<file path="src/rtl/game_ctrl.sv">
// game_ctrl: registered bomb/reveal/cursor grids feeding the minesweeper board.
// Define FLOOD_FILL_EN to auto-reveal the neighbourhood of zero-count cells.
module game_ctrl #(
    parameter int GRID_SIZE  = 3,
    parameter int STATE_SIZE = 4,
    parameter int NUM_BOMBS  = 2,
    parameter int LFSR_W     = 8,
    localparam int N = GRID_SIZE * GRID_SIZE
) (
    input  logic                    clk,
    input  logic                    reset,
    input  logic                    new_game,
    input  logic [LFSR_W-1:0]       seed,
    input  logic                    bomb_load,
    input  logic [N-1:0]            bomb_mask,
    input  logic                    move_req,
    input  logic [1:0]              move_dir,
    input  logic                    reveal_req,
    input  logic [N-1:0]            next_cursor,
    input  logic [STATE_SIZE*N-1:0] cell_states,
    output logic [N-1:0]            bomb_grid,
    output logic [N-1:0]            reveal_grid,
    output logic [N-1:0]            cursor_grid,
    output logic                    board_move,
    output logic [1:0]              board_dir,
    output logic [2:0]              st,
    output logic                    busy
);

    localparam int CW   = (N > 1) ? $clog2(N) : 1;
    localparam int CNTW = $clog2(NUM_BOMBS + 1);

    function automatic logic [31:0] taps_for(int w);
        logic [31:0] t;
        case (w)
            4:       t = 32'h0000_000C;
            5:       t = 32'h0000_0014;
            6:       t = 32'h0000_0030;
            7:       t = 32'h0000_0060;
            8:       t = 32'h0000_00B8;
            9:       t = 32'h0000_0110;
            10:      t = 32'h0000_0240;
            11:      t = 32'h0000_0500;
            12:      t = 32'h0000_0829;
            13:      t = 32'h0000_100D;
            14:      t = 32'h0000_2015;
            15:      t = 32'h0000_6000;
            16:      t = 32'h0000_D008;
            default: t = 32'h0000_00B8;
        endcase
        return t;
    endfunction

    localparam logic [LFSR_W-1:0] TAPS     = LFSR_W'(taps_for(LFSR_W));
    localparam logic [N-1:0]      ONE      = N'(1);
    localparam logic [N-1:0]      TOP      = ONE << (N - 1);
    localparam logic [CNTW-1:0]   CNT_LAST = CNTW'(NUM_BOMBS - 1);

    if (NUM_BOMBS >= N) begin : g_bad_bombs
        $error("game_ctrl: NUM_BOMBS must be smaller than the cell count");
    end
    if ((2 ** LFSR_W) < N) begin : g_bad_lfsr
        $error("game_ctrl: LFSR too narrow to address every cell");
    end
    if (LFSR_W < 4 || LFSR_W > 16) begin : g_bad_taps
        $error("game_ctrl: no maximal-length taps for this LFSR width");
    end

    typedef enum logic [2:0] {
        IDLE  = 3'd0,
        PLACE = 3'd1,
        PLAY  = 3'd2,
        FLOOD = 3'd3,
        WIN   = 3'd4,
        LOSE  = 3'd5
    } state_t;

    state_t            st_q, st_n;
    logic [N-1:0]      bomb_q, bomb_n;
    logic [N-1:0]      rev_q, rev_n;
    logic [N-1:0]      cur_q, cur_n;
    logic [LFSR_W-1:0] lfsr_q, lfsr_n;
    logic [CNTW-1:0]   cnt_q, cnt_n;

    logic [CW-1:0] cand;
    logic [N-1:0]  cand_oh;
    logic          cand_ok;

    // candidate cell for placement: must exist, be free and not under the cursor
    assign cand    = lfsr_q[CW-1:0];
    assign cand_oh = ONE << cand;
    assign cand_ok = (|cand_oh) && !(|(cand_oh & (bomb_q | cur_q)));

`ifdef FLOOD_FILL_EN
    logic [N-1:0] zero_cells;
    logic [N-1:0] flood_add;
    logic         cur_zero;

    function automatic logic near(int a, int b);
        int dr, dc;
        dr = (a / GRID_SIZE) - (b / GRID_SIZE);
        dc = (a % GRID_SIZE) - (b % GRID_SIZE);
        return (dr >= -1) && (dr <= 1) && (dc >= -1) && (dc <= 1);
    endfunction

    // cells to add this flood cycle: neighbours of revealed safe zero cells
    always_comb begin
        zero_cells = '0;
        flood_add  = '0;
        for (int j = 0; j < N; j++) begin
            zero_cells[j] = (cell_states[j*STATE_SIZE +: STATE_SIZE] == '0);
        end
        cur_zero = |(cur_q & zero_cells);
        for (int j = 0; j < N; j++) begin
            if (rev_q[j] && !bomb_q[j] && zero_cells[j]) begin
                for (int k = 0; k < N; k++) begin
                    if (near(j, k)) flood_add[k] = 1'b1;
                end
            end
        end
    end
`else
    logic unused_states;
    assign unused_states = ^cell_states;
`endif

    // next-state and next-grid decode
    always_comb begin
        st_n   = st_q;
        bomb_n = bomb_q;
        rev_n  = rev_q;
        cur_n  = cur_q;
        lfsr_n = lfsr_q;
        cnt_n  = cnt_q;
        if (new_game) begin
            rev_n  = '0;
            cur_n  = TOP;
            lfsr_n = (seed == '0) ? LFSR_W'(1) : seed;
            cnt_n  = '0;
            if (bomb_load) begin
                bomb_n = bomb_mask;
                st_n   = PLAY;
            end else begin
                bomb_n = '0;
                st_n   = PLACE;
            end
        end else begin
            unique case (st_q)
                PLACE: begin
                    lfsr_n = {lfsr_q[LFSR_W-2:0], ^(lfsr_q & TAPS)};
                    if (cand_ok) begin
                        bomb_n = bomb_q | cand_oh;
                        cnt_n  = cnt_q + CNTW'(1);
                        if (cnt_q == CNT_LAST) st_n = PLAY;
                    end
                end
                PLAY: begin
                    if (&(rev_q | bomb_q)) begin
                        st_n = WIN;
                    end else if (reveal_req) begin
                        if (|(cur_q & bomb_q)) begin
                            rev_n = '1;
                            st_n  = LOSE;
                        end else if (!(|(cur_q & rev_q))) begin
                            rev_n = rev_q | cur_q;
`ifdef FLOOD_FILL_EN
                            if (cur_zero) st_n = FLOOD;
`endif
                        end
                    end else if (move_req) begin
                        cur_n = next_cursor;
                    end
                end
`ifdef FLOOD_FILL_EN
                FLOOD: begin
                    rev_n = rev_q | flood_add;
                    if (!(|(flood_add & ~rev_q))) st_n = PLAY;
                end
`endif
                default: ;
            endcase
        end
    end

    // state and grid registers
    always_ff @(posedge clk) begin
        if (reset) begin
            st_q   <= IDLE;
            bomb_q <= '0;
            rev_q  <= '0;
            cur_q  <= TOP;
            lfsr_q <= LFSR_W'(1);
            cnt_q  <= '0;
        end else begin
            st_q   <= st_n;
            bomb_q <= bomb_n;
            rev_q  <= rev_n;
            cur_q  <= cur_n;
            lfsr_q <= lfsr_n;
            cnt_q  <= cnt_n;
        end
    end

    assign bomb_grid   = bomb_q;
    assign reveal_grid = rev_q;
    assign cursor_grid = cur_q;
    assign board_move  = move_req & (st_q == PLAY) & ~reveal_req;
    assign board_dir   = move_dir;
    assign st          = st_q;
    assign busy        = (st_q == PLACE) || (st_q == FLOOD);

endmodule

</file>
<file path="config.mk">
export PLATFORM = sky130hd
export DESIGN_NAME = game_ctrl
export DESIGN_NICKNAME = d
export VERILOG_FILES = /design/src/rtl/game_ctrl.sv
export SDC_FILE = /design/constraint.sdc
export NUM_CORES = 1
export LEC_CHECK = 0
export ABC_AREA = 1
export BUFFER_PORTS_ARGS = -buffer_cell sky130_fd_sc_hd__buf_2
export CAP_MARGIN = 20
export CORE_UTILIZATION = 25
export CTS_BUF_LIST = sky130_fd_sc_hd__clkbuf_2 sky130_fd_sc_hd__clkbuf_4 sky130_fd_sc_hd__clkbuf_8
export CTS_CLUSTER_SIZE = 14
export DETAILED_ROUTE_END_ITERATION = 7
export GPL_TIMING_DRIVEN = 0
export SYNTH_ARGS = -nofsm -noshare
export SYNTH_HDL_FRONTEND = slang
export SYNTH_SLANG_ARGS = --single-unit
export TNS_END_PERCENT = 1
</file>
<file path="constraint.sdc">
create_clock -name clk -period 3.3 [get_ports clk]
set_input_delay 0.165 -clock clk [delete_from_list [all_inputs] [get_ports clk]]
set_output_delay 0.165 -clock clk [all_outputs]
set_load 0.05 [all_outputs]
</file>
==> impl_metrics.csv <==
group,metric,value,unit
synthesis,synthCells,346,
timing,hold_violations,0,
grt,antenna_found_initial,0,
synthesis,synthFlopType,"dfxtp_1",
grt,grt_max_degree,12,
power_and_ir_drop,power.density,475.9,mW/mm²
timing,setup_viol,0,
floorplan,dieArea,0.009362,mm²
synthesis,synth_nets,417,
route,dr_total_vias,2407,
synthesis,yosysUniqueCellTypes,34,
clock_network,h-tree-depth,2,
timing,grt_setup_unrepaired,"false",
place,globalplace.congestion,0.8276,
setup_path,required,3.49,ns
setup_path,endpoint_kind,"flop",
setup_path,arrival,1.87,ns
route,detail_route.first_pass.iterations,4,
clock_network,post_cts_buffers,0,
floorplan,die_width,96.76,µm
route,routedWlPerCell,12.58,µm
timing,slew_viol_final,0,
grt,grt_use_total,0.1412,
timing,fin_crit_sh,0.5100,
clock_network,cts_tree,"built",
worst_hold_path,worstHoldPathType,"in -> reg",
clock_network,clkLatencyLatePin,0.30,ns
run,maxCapViolations,0,
clock_network,clk_path_buf_depth,2,
route,drc,0,
synthesis,synth.avg_cell_area,6.487,µm²
cells_and_area,final_nets,487,
power_and_ir_drop,ir_worst_vdd,156.4,µV
route,wl,6590,µm
setup_path,worstSetupStartpointType,"flop",
route,wl_met2,3047,µm
power_and_ir_drop,leakage,1.323,nW
cells_and_area,nFillCells,959,
clock_network,cts.sinks,40,
timing,tightest_slew,0.6633,ns
timing,skew,0.007854,ns
cells_and_area,drive_gt1_frac,0.2308,
grt,grt_pass1_wl,10640,µm
status,status,"finished, final reports clean",
cells_and_area,n_antenna_cell,0,
place,dp.cells,517,
timing,period_minus_slack,1.683,ns
floorplan,start_util,0.2574,
power_and_ir_drop,power.total,1.321,mW
timing,tns,0,ns
synthesis,yosys_warnings,0,
clock_network,cts_root_buf,"clkbuf_8",
synthesis,synthesis.area,0.002245,mm²
timing,max_clock_freq,0.5942,GHz
clock_network,cts_hold_buf,0,
clock_network,ctsResizeCount,0,
route,drtAntennaViolNets,0,
synthesis,ys_seq_area_frac,0.3567,
place,dpl.hpwl,5239,µm
floorplan,pin_count,104,
route,topRoutingLayerUsed,"met4",
setup_path,worstPathMaxFanout,10,
floorplan,fp.dieH,96.76,µm
route,wl_met3,197,µm
cells_and_area,finish.utilization,0.3184,
grt,first_global_vias,2259,
grt,grt.overflow.total,0,
route,wl_met1,3204,µm
place,io_buffers,63,
clock_network,path_clk_slew,0.08,ns
synthesis,ys_async_sr_fraction,0,
cells_and_area,syn2layout_area_growth,23.69,%
floorplan,core_area,0.008721,mm²
synthesis,synth-seq-cells,40,
floorplan,rows,34,
route,vias_per_cell,4.594,
setup_path,path_class,"reg -> reg",
cells_and_area,stdcell_count,524,
synthesis,synth-edff-count,0,
route,drt_iter0_drc,130,
clock_network,cts_buffers,5,
timing,relSlewSlack,0.5562,
==> power breakdown <==
part	internal (mW)	switching [mW]	total, mW
sequential	0.520	0.0468	0.567
clock	0.152	0.174	0.326
combinational	0.123	0.305	0.428
total	0.795	0.526	1.32
==> final timing paths <==
kind,from,to,slack [ns],cells past startpoint
setup / recovery,lfsr_q[3],bomb_grid[2],1.62,11
hold / removal,next_cursor[8],cursor_grid[8],0.07,3
setup reg to reg,lfsr_q[3],bomb_grid[2],1.62,11
hold reg to reg,cnt_q[1],cnt_q[1],0.47,2
==> cells in the final DEF, fill, tap and decap left out, types with 2 or more instances in the layout <==
master,instances
buf_4,3
o2111ai_1,9
clkbuf_1,3
a21oi_1,18
nor2_2,3
xor2_1,2
nand3_1,12
nand2_2,4
dfxtp_1,40
or2_2,2
o21ai_0,26
clkbuf_8,6
clkinv_1,2
inv_1,37
buf_2,65
nor3_1,2
nand2_1,107
o21ai_1,2
inv_2,2
a31oi_1,7
a21oi_2,5
nor2_1,45
==> routing by layer <==
metal | track usage | vias up
met1 | 0.1831 | 1092
li1 | - | 1256
met3 | 0.02529 | 10
met2 | 0.2264 | 49
met5 | 0 | -
met4 | 0.06659 | 0
==> Yosys cell counts, types with 2 or more instances <==
cell / instances / share of area
a21oi_1: 18 / 0.040
a21oi_2: 5 / 0.020
a31oi_1: 7 / 0.020
buf_2: 2 / 0.0045
buf_4: 3 / 0.010
clkbuf_1: 3 / 0.0050
clkinv_1: 2 / 0.0033
dfxtp_1: 40 / 0.36
inv_1: 37 / 0.062
inv_2: 2 / 0.0033
nand2_1: 107 / 0.18
nand2_2: 4 / 0.011
nand3_1: 12 / 0.027
nor2_1: 45 / 0.075
nor2_2: 3 / 0.0084
nor3_1: 2 / 0.0045
o2111ai_1: 9 / 0.035
o21ai_0: 26 / 0.058
o21ai_1: 2 / 0.0045
or2_2: 2 / 0.0056
xor2_1: 2 / 0.0078
==> worst max-delay path, cell delays in order (launching register included) <==
cell and delay (ns):
dfxtp_1 0.47, inv_2 0.08, nand2_2 0.11, nor2_1 0.08
o21ai_1 0.07, nand2_1 0.10, nor2_2 0.16, nand3_4 0.12
nand2_4 0.14, inv_2 0.08, nor2_1 0.10, nor2_1 0.05
==> layout make-up <==
class                           instances  area, µm²  area share
Multi-Input combinational cell        256       1232      0.4439
Sequential cell                        40      800.8      0.2884
Timing Repair Buffer                   63      315.3      0.1136
Inverter                               41      153.9     0.05543
Tap cell                              108      135.1     0.04867
Clock buffer                            6      76.32     0.02749
Buffer                                  9      57.56     0.02073
Clock inverter                          1      5.005    0.001803
==> through the flow <==
| stage | hold WS [ns] | instance area (µm²) | setup slack, ns |
|---|---|---|---|
| floorplan | 0.2782 | 2245 | 1.003 |
| global placement | 0.3745 | 2695 | 1.687 |
| detailed placement | 0.3751 | 2695 | 1.647 |
| CTS | 0.05984 | 2776 | 1.601 |
| global route | 0.06688 | 2776 | 1.437 |
| finish | 0.07195 | 2776 | 1.617 |
==> registers in the layout, summed over array words and instances, names as in the netlist <==
signal	cells
bomb_grid	9
cursor_grid	9
reveal_grid	9
lfsr_q	8
st	3
cnt_q	2
==> kinds of logic (layout without fill, tap and decap cells) <==
family,count (synthesis),count (layout),synth area share
AOI/OAI and AO/OA,71,71,0.1906
DFF,40,40,0.3567
buffers and inverters,50,120,0.09420
xor gates and xnor gates,3,3,0.01171
and+or+nand+nor,181,181,0.3411
adders and majority gates,1,1,0.005573
Power figures use the tool's default switching activity.
